**src/rtl/his_reader.sv**
```systemverilog
// Purpose: drains a completed ping-pong histogram bank, streams each bin, tracks the per-pixel peak, and zeroes each bin once it is consumed.
// Latency: a bin is presented 2 cycles after its read strobe; each bin takes at least 4 cycles (ISSUE, WAIT, OUT, CLR), plus one PEAK cycle per pixel.
// Backpressure: the bin beat is held stable in OUT until binReady; the bin is not cleared until that beat has been accepted.
module his_reader #(
    parameter int NB      = 8,
    parameter int PIX_NUM = 2,
    parameter int PIX_W   = 1,
    parameter int CNT_W   = 16
) (
    input  logic                  clk,
    input  logic                  res,
    input  logic                  hisNum,
    output logic                  ramBank,
    output logic [PIX_W+NB-1:0]   ramAddr,
    output logic                  ramRdEn,
    input  logic [CNT_W-1:0]      ramRdData,
    output logic                  ramClrEn,
    output logic                  binValid,
    input  logic                  binReady,
    output logic [CNT_W-1:0]      binData,
    output logic [NB-1:0]         binIdx,
    output logic [PIX_W-1:0]      binPixel,
    output logic                  binLast,
    output logic                  peakValid,
    output logic [NB-1:0]         peakIdx,
    output logic [CNT_W-1:0]      peakCount,
    output logic                  frameDone,
    output logic                  busy,
    output logic                  overrun
);

    typedef enum logic [2:0] {
        S_IDLE,
        S_ISSUE,
        S_WAIT,
        S_OUT,
        S_CLR,
        S_PEAK,
        S_DONE
    } state_t;

    localparam logic [NB-1:0]    BIN_MAX = '1;
    localparam logic [PIX_W-1:0] PIX_MAX = PIX_W'(PIX_NUM - 1);

    state_t             state_q,      state_d;
    logic               his_num_q,    his_num_d;
    logic               ram_bank_q,   ram_bank_d;
    logic [PIX_W-1:0]   pixel_q,      pixel_d;
    logic [NB-1:0]      bin_q,        bin_d;
    logic [CNT_W-1:0]   bin_data_q,   bin_data_d;
    logic [NB-1:0]      bin_idx_q,    bin_idx_d;
    logic [PIX_W-1:0]   bin_pixel_q,  bin_pixel_d;
    logic               bin_last_q,   bin_last_d;
    logic [NB-1:0]      peak_idx_q,   peak_idx_d;
    logic [CNT_W-1:0]   peak_count_q, peak_count_d;
    logic               overrun_q,    overrun_d;

    logic               toggle;

    // A toggle of hisNum relative to its last sampled value marks the other bank complete.
    assign toggle = (hisNum != his_num_q);

    // Next-state, counters, beat capture, peak tracking and overrun detection.
    always_comb begin
        state_d      = state_q;
        his_num_d    = hisNum;
        ram_bank_d   = ram_bank_q;
        pixel_d      = pixel_q;
        bin_d        = bin_q;
        bin_data_d   = bin_data_q;
        bin_idx_d    = bin_idx_q;
        bin_pixel_d  = bin_pixel_q;
        bin_last_d   = bin_last_q;
        peak_idx_d   = peak_idx_q;
        peak_count_d = peak_count_q;
        overrun_d    = overrun_q;

        // A toggle during a readout is flagged but never restarts or disturbs it.
        if (state_q != S_IDLE && toggle) begin
            overrun_d = 1'b1;
        end

        case (state_q)
            S_IDLE: begin
                if (toggle) begin
                    // The previously written bank is the one that just completed.
                    ram_bank_d   = his_num_q;
                    pixel_d      = '0;
                    bin_d        = '0;
                    peak_idx_d   = '0;
                    peak_count_d = '0;
                    state_d      = S_ISSUE;
                end
            end
            S_ISSUE: begin
                state_d = S_WAIT;
            end
            S_WAIT: begin
                // Read data arrives exactly one cycle after the strobe.
                bin_data_d  = ramRdData;
                bin_idx_d   = bin_q;
                bin_pixel_d = pixel_q;
                bin_last_d  = (bin_q == BIN_MAX);
                state_d     = S_OUT;
            end
            S_OUT: begin
                if (binReady) begin
                    state_d = S_CLR;
                end
            end
            S_CLR: begin
                // Strict compare keeps the lowest index on ties.
                if (bin_data_q > peak_count_q) begin
                    peak_count_d = bin_data_q;
                    peak_idx_d   = bin_idx_q;
                end
                if (bin_q != BIN_MAX) begin
                    bin_d   = bin_q + NB'(1);
                    state_d = S_ISSUE;
                end else begin
                    state_d = S_PEAK;
                end
            end
            S_PEAK: begin
                if (pixel_q != PIX_MAX) begin
                    pixel_d      = pixel_q + PIX_W'(1);
                    bin_d        = '0;
                    peak_idx_d   = '0;
                    peak_count_d = '0;
                    state_d      = S_ISSUE;
                end else begin
                    state_d = S_DONE;
                end
            end
            S_DONE: begin
                state_d = S_IDLE;
            end
            default: begin
                state_d = S_IDLE;
            end
        endcase
    end

    // State register; reset aborts any readout and re-syncs hisNum so leaving reset starts nothing.
    always_ff @(posedge clk) begin
        if (res) begin
            state_q      <= S_IDLE;
            his_num_q    <= hisNum;
            ram_bank_q   <= 1'b0;
            pixel_q      <= '0;
            bin_q        <= '0;
            bin_data_q   <= '0;
            bin_idx_q    <= '0;
            bin_pixel_q  <= '0;
            bin_last_q   <= 1'b0;
            peak_idx_q   <= '0;
            peak_count_q <= '0;
            overrun_q    <= 1'b0;
        end else begin
            state_q      <= state_d;
            his_num_q    <= his_num_d;
            ram_bank_q   <= ram_bank_d;
            pixel_q      <= pixel_d;
            bin_q        <= bin_d;
            bin_data_q   <= bin_data_d;
            bin_idx_q    <= bin_idx_d;
            bin_pixel_q  <= bin_pixel_d;
            bin_last_q   <= bin_last_d;
            peak_idx_q   <= peak_idx_d;
            peak_count_q <= peak_count_d;
            overrun_q    <= overrun_d;
        end
    end

    // Strobes decode straight from the registered state, so read and clear can never overlap.
    assign ramBank   = ram_bank_q;
    assign ramAddr   = {pixel_q, bin_q};
    assign ramRdEn   = (state_q == S_ISSUE);
    assign ramClrEn  = (state_q == S_CLR);
    assign binValid  = (state_q == S_OUT);
    assign binData   = bin_data_q;
    assign binIdx    = bin_idx_q;
    assign binPixel  = bin_pixel_q;
    assign binLast   = bin_last_q;
    assign peakValid = (state_q == S_PEAK);
    assign peakIdx   = peak_idx_q;
    assign peakCount = peak_count_q;
    assign frameDone = (state_q == S_DONE);
    assign busy      = (state_q != S_IDLE);
    assign overrun   = overrun_q;

endmodule

```
**config.mk**
```make
export PLATFORM = sky130hd
export DESIGN_NAME = his_reader
export DESIGN_NICKNAME = d
export VERILOG_FILES = /design/src/rtl/his_reader.sv
export SDC_FILE = /design/constraint.sdc
export NUM_CORES = 1
export LEC_CHECK = 0
export CAP_MARGIN = 20
export CELL_PAD_IN_SITES_DETAIL_PLACEMENT = 1
export CELL_PAD_IN_SITES_GLOBAL_PLACEMENT = 1
export CORE_ASPECT_RATIO = 0.5
export CORE_MARGIN = 5
export CORE_UTILIZATION = 37
export CTS_CLUSTER_SIZE = 30
export DETAILED_ROUTE_END_ITERATION = 16
export PLACE_DENSITY_LB_ADDON = 0.1
export SLEW_MARGIN = 25
export SYNTH_ARGS = -nofsm -noshare
export SYNTH_HDL_FRONTEND = slang
export SYNTH_SLANG_ARGS = --single-unit
```
**constraint.sdc**
```tcl
create_clock -name clk -period 7 [get_ports clk]
set_clock_uncertainty 0.2 [all_clocks]
set_input_delay 1.4 -clock clk [delete_from_list [all_inputs] [get_ports clk]]
set_output_delay 1.4 -clock clk [all_outputs]
set_load 0.02 [all_outputs]
```
==> flow_results.org, run 1 <==
** Outcome
- The flow ran to the end, and the final reports show no timing, DRC or antenna violations.

** Logic synthesis
- Yosys mapped a number of flops with a built-in enable equal to 0.
- After synthesis the netlist holds a flip-flop and latch count of 65.
- Most used flip-flop cell after synthesis :: sky130_fd_sc_hd__dfxtp_1
- When the netlist entered floorplanning its net count stood at approximately 360.
- Yosys synthesis warning count :: 0
- The cell count after synthesis came out at 326.
- Top cells by area in the synthesized netlist :: sky130_fd_sc_hd__dfxtp_1 45%, sky130_fd_sc_hd__nand2_1 9.4%, sky130_fd_sc_hd__ha_1 7.3%, sky130_fd_sc_hd__a22o_1 7.2%, sky130_fd_sc_hd__a21oi_1 6.7%
- Proportion of register bits with asynchronous set or reset after synthesis :: 0
- The mapped netlist covers about 2900 sq um.
- Most area-hungry cell type in the Yosys netlist :: sky130_fd_sc_hd__dfxtp_1
- Library cell with the highest instance count after synthesis :: sky130_fd_sc_hd__nand2_1
- Mean Syn Cell Area :: 8.90 sq um
- Sorting the synthesized cells by how often they occur yields 73 x sky130_fd_sc_hd__nand2_1, 65 x sky130_fd_sc_hd__dfxtp_1, 39 x sky130_fd_sc_hd__a21oi_1.
- Post-synth cell types :: 41
- The share of synthesized area in the top cell type comes to 0.448.
- The share of the Yosys chip area taken by registers is 0.448.

** Min path
- The path with the worst hold slack has its endpoint at ramBank$_SDFFE_PP0P_.
- Tightest Hold Check Type :: register to register
- The startpoint identified for the worst hold timing path is ramBank$_SDFFE_PP0P_.
- Cell count of the worst hold path :: 2

** Worst setup path
- Critical path data required time :: roughly 5.4 ns
- Critical path endpoint category :: output pin
- For flop-to-flop paths, the worst setup slack is 4.27 ns.
- The worst register-to-register path ends at peakCount[7]$_SDFFE_PP0P_.
- Kind of critical path :: register to output pin
- The startpoint identified for the worst register-to-register timing path is peakCount[15]$_SDFFE_PP0P_.
- The number of cells on the worst reg-to-reg path is 8.
- STA classifies the critical path startpoint as a register.
- Worst endpoint data arrival time :: 2.05 ns
- Worst Path Max Fanout :: 11

** Global route
- The first global-routing pass estimated roughly 14000 microns of wire.
- Across every metal layer, demand over resource in global routing totals 0.184.
- Largest net degree at the start of global routing :: 36
- Via count of the first global-routing pass :: between 2000 and 3000
- The initial antenna violation count was 0.
- Summed over all layers, the global routing overflow is 0.

** Pwr
- LEAKAGE :: 0.00149 uW
- Worst IR Drop VDD :: 0.000144 V
- For this design the ratio of total power to cell area is 257 nW/um^2.

** Drt
- The first TritonRoute pass finished after 4 iterations.
- Total routed wirelength :: 8590 microns
- Post-DRT Antenna Nets :: 0
- After detailed routing, the number of remaining DRC violations is 0.
- In this run, the number of DRC markers left after iteration 0 of detailed routing was around 100.
- In the final routed layout, each cell accounts on average for 16.4 microns.
- Post-detailed-route via-to-cell ratio :: 5.01
- Across all layers, the routed design uses between 2000 and 3000 vias.

** Die
- Die area :: 9820 sq um
- Top Ports :: just under 90
- Width of the die :: 135 microns
- For this configuration, the core starts out at a cell density of 0.388.
- In this run the vertical extent of the chip is 72.6 microns.
- Row count :: 22
- Core area :: roughly 7500 sq um

** STA
- Slew of the pin with the lowest slew margin :: 0.554 ns
- Post-route setup TNS :: 0 ns
- Setup repair after global routing left no endpoint under its margin.
- Setup violations remaining at the end of the flow were counted as 0.
- Highest achievable clock rate :: between 200 and 300 MHz
- The final-report max-slew violation count is 0.
- The worst path meets setup with 3.35 ns of slack.
- Counting I/O delays and the setup requirement, the final critical path takes 3.65 ns.
- The number of endpoints with negative hold slack in the final report is 0.
- Worst relative slew slack :: 0.628
- Ratio of final minimum period to clock period :: 0.522

** Clock tree
- Number of buffers added to fix hold violations after cts :: 0
- Post-CTS resize count :: 0
- Insertion delay of the later-clocked pin in the worst-skew pair :: 0.33 ns
- Number of buffers created by CTS :: 9
- Root Driver :: sky130_fd_sc_hd__clkbuf_16
- Longest Clk Path Bufs :: 2
- TritonCTS built the clock tree.
- CTS saw 65 sinks.
- Clock input transition at the sequential cells of the worst setup and hold paths :: approximately 0.050 ns
- CTS built an H-tree with a depth of 3.
- Post-CTS setup buffers :: 0

** Placed design
- Post-placement setup slack :: 3.11 ns
- Input and output buffers added on the ports amount to 86.
- HPWL after detailed placement :: 6250 microns
- In this run, placement finished with an instance count of 508.
- The congestion estimate from routability-driven global placement came to 0.790.

** Job
- Maximum Capacitance Violations :: 0

** Layout
- Relative to the synthesized area, the layout overhead comes to 43.0%.
- For this run, the number of standard cells in the final layout without fillers is 524.
- Proportion of layout cells with a drive suffix above 1 :: 0.0697
- Count of nets after finishing :: approximately 450
- Antenna Diode Count :: 0
per-layer routing:
metal  vias up  share of wire  track usage
met5         -              0            0
met4         0          0.011       0.0469
met3        10          0.052       0.0668
met2        54           0.48        0.306
met1      1270           0.46        0.229
li1       1292              -            -
critical path: stages (launching register included):
cell                              delay (ns)
sky130_fd_sc_hd__dfxtp_1                0.61
sky130_fd_sc_hd__nand2_1                0.29
sky130_fd_sc_hd__inv_1                  0.20
sky130_fd_sc_hd__clkdlybuf4s50_1        0.62
worst max-delay path by stage:
stage / from / to / depth (start not counted)
2_1_floorplan: hisNum / peakCount[10]$_SDFFE_PP0P_ / 6
3_3_place_gp: hisNum / peakCount[11]$_SDFFE_PP0P_ / 7
3_5_place_dp: hisNum / peakCount[7]$_SDFFE_PP0P_ / 7
4_1_cts: state_q[0]$_SDFFE_PP0P_ / peakValid / 4
5_1_grt: state_q[0]$_SDFFE_PP0P_ / peakValid / 4
6_report: state_q[2]$_SDFFE_PP0P_ / ramClrEn / 3
placed cells by master, fill, tap and decap left out, types with 2 or more instances in the layout:
cell                              instances
sky130_fd_sc_hd__a21oi_1                 39
sky130_fd_sc_hd__a22o_1                  24
sky130_fd_sc_hd__and4_1                   2
sky130_fd_sc_hd__buf_4                    2
sky130_fd_sc_hd__clkbuf_1                 2
sky130_fd_sc_hd__clkbuf_16                9
sky130_fd_sc_hd__clkbuf_8                 3
sky130_fd_sc_hd__clkdlybuf4s50_1         86
sky130_fd_sc_hd__dfxtp_1                 65
sky130_fd_sc_hd__ha_1                    17
sky130_fd_sc_hd__inv_1                   21
sky130_fd_sc_hd__nand2_1                 73
sky130_fd_sc_hd__nand3_1                  2
sky130_fd_sc_hd__nand4_1                  2
sky130_fd_sc_hd__nor2_1                  20
sky130_fd_sc_hd__nor2b_1                  2
sky130_fd_sc_hd__nor3_1                   6
sky130_fd_sc_hd__nor3b_1                  2
sky130_fd_sc_hd__nor4_4                   2
sky130_fd_sc_hd__o21ai_0                  8
sky130_fd_sc_hd__xnor2_1                  5
registers in the layout, summed over array words and instances (netlist names):
signal / flops
pixel_q: 1
ramBank: 1
bin_q: 8
binLast: 1
peakCount: 16
peakIdx: 8
binPixel: 1
binIdx: 8
his_num_q: 1
overrun: 1
binData: 16
state_q: 3
where the power goes:
group | internal, uW | total (uW) | switching [uW]
logic | 88.5 | 205 | 116
registers | 383 | 404 | 20.9
clock network | 304 | 456 | 152
through the flow:
step / utilization / area (sq um) / total power (uW) / hold WS (ns)
2_1_floorplan: - / 2900 / 547 / 0.262
3_3_place_gp: 0.509 / 3810 / 605 / 0.249
5_1_grt: 0.554 / 4150 / 1110 / 0.304
3_5_place_dp: 0.513 / 3840 / 617 / 0.268
4_1_cts: 0.554 / 4150 / 1080 / 0.278
6_report: 0.554 / 4150 / 1070 / 0.273
final cells by class:
type                            instances  area [sq um]
Fill cell                             884          3340
Clock buffer                           14           274
Timing Repair Buffer                   90           902
Sequential cell                        65          1300
Multi-Input combinational cell        223          1420
Clock inverter                          2          35.0
Inverter                               22          82.6
Tap cell                              108           135
cells by family (layout without fill, tap and decap cells):
group / count (synthesis) / count (layout) / share of synthesized area
muxes: 1 / 1 / 0.00345
AOI/OAI and AO/OA: 80 / 80 / 0.196
xor gates and xnor gates: 5 / 5 / 0.0151
buffers and inverters: 38 / 128 / 0.0647
adders and majority gates: 17 / 17 / 0.0733
and+or+nand+nor: 120 / 120 / 0.199
DFF: 65 / 65 / 0.448
(Power assumes the default switching activity.)
==> inputs of run 2 (changes only) <==
--- a/config.mk
+++ b/config.mk
@@ -10,7 +10,7 @@
 export CELL_PAD_IN_SITES_GLOBAL_PLACEMENT = 1
 export CORE_ASPECT_RATIO = 0.5
 export CORE_MARGIN = 5
-export CORE_UTILIZATION = 37
+export CORE_UTILIZATION = 31
 export CTS_CLUSTER_SIZE = 30
 export DETAILED_ROUTE_END_ITERATION = 16
 export PLACE_DENSITY_LB_ADDON = 0.1
==> constraint.sdc (replaced) <==
create_clock -name clk -period 3.2 [get_ports clk]
set_clock_uncertainty 0.2 [all_clocks]
set_input_delay 0.64 -clock clk [delete_from_list [all_inputs] [get_ports clk]]
set_output_delay 0.64 -clock clk [all_outputs]
set_load 0.02 [all_outputs]
==> flow_results.org, run 2 (synthesized netlist as in run 1, its figures left out) <==
** Layout
- Proportion of layout cells with a drive suffix above 1 :: 0.0721 (+0.00240)
- Antenna Diode Count :: 0 (unchanged)
- Most frequent cells in the layout :: 86 x sky130_fd_sc_hd__clkdlybuf4s50_1, 73 x sky130_fd_sc_hd__nand2_1, 65 x sky130_fd_sc_hd__dfxtp_1
- Syn-to-layout area delta :: 42.8%
- Post-route non-filler standard cell count :: 533 (+1.7%)
- Most frequent standard cell in the layout excluding fill and tap cells :: sky130_fd_sc_hd__clkdlybuf4s50_1
- Count of nets after finishing :: 449 (+0.22%)

** Min path
- The worst hold path begins at ramBank$_SDFFE_PP0P_.
- The worst hold path cell count came to 2 (unchanged).
- The min-delay analysis places its worst path in the category register to register.
- The worst hold path terminates at ramBank$_SDFFE_PP0P_.

** Worst setup path
- R2R setup slack :: 0.48 ns (-3.79 ns)
- Capture instance of the worst register-to-register path :: peakCount[6]$_SDFFE_PP0P_
- The largest fanout of any net on the critical path came to 14 (+3).
- Cell-by-cell listing of the critical path :: nor2_1 -> nand2_1 -> inv_1 -> clkdlybuf4s50_1
- Cell type group with the largest total delay on the critical path :: buffers and inverters
- STA classifies the critical path startpoint as a register.
- The depth of the worst register-to-register path was 8 (unchanged).
- Slowest CP cell :: sky130_fd_sc_hd__dfxtp_1
- The data required time at the worst endpoint came to 2.36 ns (-3.04 ns).
- The critical path in this run is classified as register to output pin.
- The worst register-to-register path begins at peakCount[14]$_SDFFE_PP0P_.
- Maximum cell stage delay along the critical path :: 0.66 ns (+0.04 ns)
- STA classifies the critical path endpoint as an output pin.
- Number of buffers and inverters on the critical path :: 2 (unchanged)
- Worst endpoint data arrival time :: 2.06 ns (about the same)

** Placed design
- The detailed placement HPWL came to 6380 microns (+2.0%).
- The number of port buffers was 86 (unchanged).
- Routability congestion estimate from global placement :: 0.743 (-6.0%)
- The placed cell count was 518 (+2.0%).

** Clock tree
- Insertion delay of the later-clocked pin in the worst-skew pair :: 0.33 ns (about the same)
- Root Driver :: sky130_fd_sc_hd__clkbuf_16
- The clock net sink count is 65 (unchanged).
- The number of gates resized after CTS came to 0 (unchanged).
- H-tree depth reported by CTS :: 3 (unchanged)
- Clock tree from TritonCTS :: done
- Longest Clk Path Bufs :: 2 (unchanged)
- The post-CTS setup buffer count is 0 (unchanged).
- Clock input transition at the sequential cells of the worst setup and hold paths :: 0.05 ns (about the same)
- Number of buffers added to fix hold violations after cts :: 0 (unchanged)
- The number of buffers inserted during clock tree synthesis was 9 (unchanged).

** STA
- Slew of the pin with the lowest slew margin :: 0.734 ns (+0.180 ns)
- The final count of negative-setup-slack endpoints was 0 (unchanged).
- Worst relative slew slack :: 0.510 (-0.118)
- Number of slew-limit violations in the final report :: 0 (unchanged)
- The number of endpoints with negative hold slack in the final report came to 0 (unchanged).
- Post-route setup TNS :: 0 ns (unchanged)
- For this run, the top clock speed supported by timing is between 300 and 400 MHz.
- Setup repair after global routing left no endpoint under its margin.
- The worst path needs 2.90 ns of the cycle, external delays included.
- Of the available clock period, the critical path in the final layout requires 0.907.

** Drt
- The average wire per cell in the routed design came to 16.2 microns (-1.5%).
- Via count :: 2635 (+0.34%)
- The number of DRC markers in iteration 0 came to 121 (+16%).
- DRC violation count after routing :: 0 (unchanged)
- The count of TritonRoute iterations in the first routing pass is 4 (unchanged).
- The number of vias per cell after detailed routing came to 4.94 (-1.4%).
- The residual antenna-violating net count after detailed routing is 0 (unchanged).
- Total routed wirelength :: 8610 microns (+0.23%)

** Global route
- Antenna violations before repair :: 0 (unchanged)
- Total overflow reported by the global router :: 0 (unchanged)
- The first-pass GRT wire length came to 14300 microns (-0.43%).
- The largest net degree at the start of global routing was 27 (-25%).
- Total global routing track utilization :: 0.156 (-0.0283)
- Via count of the first global-routing pass :: 2835 (+0.75%)

** Job
- Maximum Capacitance Violations :: 0 (unchanged)

** Die
- Core area :: 8920 sq um (+19%)
- The overall die height was 78.4 microns (+8.0%).
- Top Ports :: 87 (unchanged)
- The die footprint is 11500 sq um (+17%).
- The floorplan die width is 147 microns (+8.6%).
- Effective utilization at floorplan :: 0.325 (-0.0622)
- The placement row count came to 24 (+9.1%).

** Pwr
- The maximum vdd ir drop is 0.000302 V (+110%).
- The leakage power total is 0.00149 uW (-0.22%).
- Power Density :: 558 nW/um^2 (+120%)

** Outcome
- The flow ran to the end, and the final reports show no timing, DRC or antenna violations.
==> run 2: changes by cell type in the layout (fill, tap and decap cells not counted) <==
| cell | before | now |
|---|---|---|
| sky130_fd_sc_hd__buf_4 | 2 | 5 |
| sky130_fd_sc_hd__buf_6 | 1 | 0 |
| sky130_fd_sc_hd__buf_8 | 1 | 0 |
| sky130_fd_sc_hd__clkbuf_1 | 2 | 1 |
| sky130_fd_sc_hd__clkbuf_8 | 3 | 2 |
| sky130_fd_sc_hd__clkinv_2 | 1 | 2 |
==> run 2: tightest hold or removal path, stage by stage, from the launching register on <==
cell and delay (ns):
sky130_fd_sc_hd__dfxtp_1 0.31, sky130_fd_sc_hd__nand2_1 0.05, sky130_fd_sc_hd__a21oi_1 0.05
==> run 2: worst max-delay path by stage <==
stage                                            end  cells past startpoint                  startpoint  slack [ns]
after CTS                                   ramClrEn                      4     state_q[1]$_SDFFE_PP0P_        0.28
after floorplan           peakCount[10]$_SDFFE_PP0P_                      9  peakCount[14]$_SDFFE_PP0P_        0.69
after detailed placement   peakCount[6]$_SDFFE_PP0P_                      5                      hisNum        0.35
final                                       ramClrEn                      4     state_q[1]$_SDFFE_PP0P_        0.30
after global placement     peakCount[4]$_SDFFE_PP0P_                      5                      hisNum        0.45
after global routing                        ramClrEn                      4     state_q[1]$_SDFFE_PP0P_        0.15
==> run 2: cell type report <==
class                      instances  area [sq um]
fill                            1008          4770
multi-input combinational        223          1420
sequential                        65          1300
timing repair buffer              91           898
clock buffer                      12           256
tap                              117           146
inverter                          22          82.6
clock inverter                     3          40.0
==> run 2: metal layers <==
layer | up-vias | global-route usage | routed length [microns]
li1 | 1295 | - | -
met5 | - | 0 | 0
met2 | 65 | 0.257 | 4000
met1 | 1262 | 0.185 | 4030
met4 | 0 | 0.0544 | 110
met3 | 13 | 0.0621 | 472
==> run 2: metrics by stage <==
step	setup WS, ns	utilization	power (uW)	hold WS [ns]	cell area, sq um
after CTS	0.276	0.465	2340	0.275	4140
after global routing	0.153	0.465	2420	0.298	4140
after detailed placement	0.347	0.431	1350	0.262	3850
after floorplan	0.693	-	1200	0.262	2900
final	0.296	0.465	2310	0.271	4140
after global placement	0.454	0.431	1340	0.254	3850
==> run 2: report_power, final <==
part	leakage [uW]	internal, uW	switching [uW]
Combinational	0.000816	190	255
Clock	0.000148	638	347
Sequential	0.000526	838	45.2
==> edit: new RTL, config.mk and constraints of run 1 <==
Set the parameter `NB` to 9 (it was 8).
--- a/src/rtl/his_reader.sv
+++ b/src/rtl/his_reader.sv
@@ -2,7 +2,7 @@
 // Latency: a bin is presented 2 cycles after its read strobe; each bin takes at least 4 cycles (ISSUE, WAIT, OUT, CLR), plus one PEAK cycle per pixel.
 // Backpressure: the bin beat is held stable in OUT until binReady; the bin is not cleared until that beat has been accepted.
 module his_reader #(
-    parameter int NB      = 8,
+    parameter int NB      = 9,
     parameter int PIX_NUM = 2,
     parameter int PIX_W   = 1,
     parameter int CNT_W   = 16
Interface: changed (resized binIdx, peakIdx and ramAddr); port bits go from 87 to 90. The function was not compared with the original's and may differ.
==> edit against run 1 <==
  * Design area grew 6.2%
  * Setup slack lost 0.064 ns
  * Sequential cell count grew 3
  * Routed wire length grew 13%
  * Hold slack lost 0.013 ns
  * First-iteration DRC count shrank 7.7%
  * Register-to-register slack lost 0.23 ns
  * Maximum frequency shrank 1.7%
  * Clock power shrank 4%
  * Critical path depth is the same
  * Global-route usage grew 0.63 points
  * Area after synthesis grew 9.2%
  * Power grew 1.6%
==> edit: results <==
export IMPL_grtUsageTotal_pct=19.01
export IMPL_post_synth_num_cell_types=39
export IMPL_slowest_delay_ns=0.70
export IMPL_layout_cells_non_filler=586
export IMPL_cts_root_buf="sky130_fd_sc_hd__clkbuf_16"
export IMPL_post_route_cells_drive_above_1_share_pct=4.430
export IMPL_synthesis_instances=391
export IMPL_comb_power_share_pct=20.7
export IMPL_synth_flop_cell="sky130_fd_sc_hd__dfxtp_1"
export IMPL_detail_route_wirelength_um=9706
export IMPL_reg2regPathDepth=7
export IMPL_port_buffers=89
export IMPL_synth_cells_most_frequent="117 x sky130_fd_sc_hd__nand2_1, 68 x sky130_fd_sc_hd__dfxtp_1, 46 x sky130_fd_sc_hd__a21oi_1"
export IMPL_place_area_mm2=0.004116
export IMPL_critical_path_data_arrival_time_ns=2.12
export IMPL_first_global_vias=3181
export IMPL_vias_per_cell=5.108
export IMPL_cp_slowest_cell="sky130_fd_sc_hd__dfxtp_1"
export IMPL_tightest_slew_ns=0.8759
export IMPL_fin_setup_tns_ns=0
export IMPL_drc=0
export IMPL_starting_drt_drc_count=96
export IMPL_outcome="complete, no violations"
export IMPL_synth_seq_area_share_pct=42.97
export IMPL_dr_pass1_iters=5
export IMPL_min_to="peakIdx[7]"
export IMPL_path_delay_family="buffers and inverters"
export IMPL_power_static_leakage_nw=1.530
export IMPL_dpl_cell_count=571
export IMPL_dp_final_hpwl_um=7031
export IMPL_worst_hold_startpoint="peakIdx[7]"
export IMPL_ys_top_cells_by_area="sky130_fd_sc_hd__dfxtp_1 43%, sky130_fd_sc_hd__nand2_1 14%, sky130_fd_sc_hd__mux2i_1 8.2%"
export IMPL_worst_supply_voltage_drop_on_vdd_mv=0.1583
export IMPL_ff2ff_setup_slack_ns=4.04
export IMPL_crit_path_max_fanout=18
export IMPL_p_sw_share_pct=28.33
export IMPL_final_nets=508
export IMPL_largest_net_degree_at_the_start_of_global_routing=39
export IMPL_synthesized_netlist_net_count=429
export IMPL_wire_length_of_the_first_global_routing_pass_um=15960
export IMPL_finalWeightedCongestion=0.7862
export IMPL_tritoncts_num_buffers=9
export IMPL_initial_antenna_violation_count=0
export IMPL_timing_rr_end="peakIdx[1]"
## edit: area by class of cell
cell class | instances | area [µm²]
fill | 1001 | 3765
multi-input combinational | 279 | 1629
sequential | 68 | 1361
timing repair buffer | 91 | 913.4
clock buffer | 13 | 250.2
tap | 112 | 140.1
inverter | 21 | 78.83
clock inverter | 2 | 35.03
## edit: power groups by stage
stage / Combinational (W) / Sequential [W] / Clock, W
floorplan: 0.000149 / 0.000430 / 0
global placement: 0.000214 / 0.000426 / 0
detailed placement: 0.000225 / 0.000428 / 0
CTS: 0.000226 / 0.000420 / 0.000450
global route: 0.000244 / 0.000422 / 0.000466
finish: 0.000224 / 0.000420 / 0.000439
## edit: layer usage
| metal | vias up | track usage [%] | share of wire, % |
|---|---|---|---|
| li1 | 1470 | - | - |
| met3 | 12 | 4.702 | 3.9 |
| met5 | - | 0 | 0 |
| met1 | 1451 | 22.81 | 46 |
| met2 | 60 | 34.85 | 49 |
| met4 | 0 | 5.371 | 1.1 |
## edit: worst max path at each step
stage / startpoint / endpoint / slack [ns] / depth (start not counted)
after floorplan: state_q[2] / frameDone / 4.02 / 3
after global placement: hisNum / peakCount[12] / 3.07 / 6
after detailed placement: hisNum / peakIdx[0] / 2.95 / 6
after CTS: hisNum / peakIdx[1] / 3.28 / 6
after global routing: hisNum / peakIdx[0] / 3.14 / 6
final: state_q[2] / ramClrEn / 3.28 / 3
## edit: logic make-up (layout without fill, tap and decap cells)
group | after synthesis | count (layout) | share of synthesized area, %
DFF | 68 | 68 | 42.97
and+or+nand+nor | 164 | 164 | 22.12
AOI/OAI and AO/OA | 70 | 70 | 12.72
xor gates and xnor gates | 1 | 1 | 0.5136
adders and majority gates | 18 | 18 | 7.109
buffers and inverters | 44 | 127 | 6.359
muxes | 26 | 26 | 8.215
## edit: stage by stage
stage                     hold WS [ns]  power (W)  utilization [%]  worst slack, ns
after floorplan                 0.2787  0.0005791                -            4.019
after global placement          0.2453  0.0006406            50.09            3.075
after detailed placement        0.2554  0.0006533            50.37            2.954
after CTS                       0.2617   0.001096            53.86            3.282
after global routing            0.2908   0.001131            53.93            3.142
final                           0.2609   0.001083            53.93            3.284
## edit: tightest hold or removal path, stage by stage, from the launching register on
cell and delay, ns:
sky130_fd_sc_hd__dfxtp_1 0.31, sky130_fd_sc_hd__nand2_1 0.05, sky130_fd_sc_hd__mux2i_1 0.05
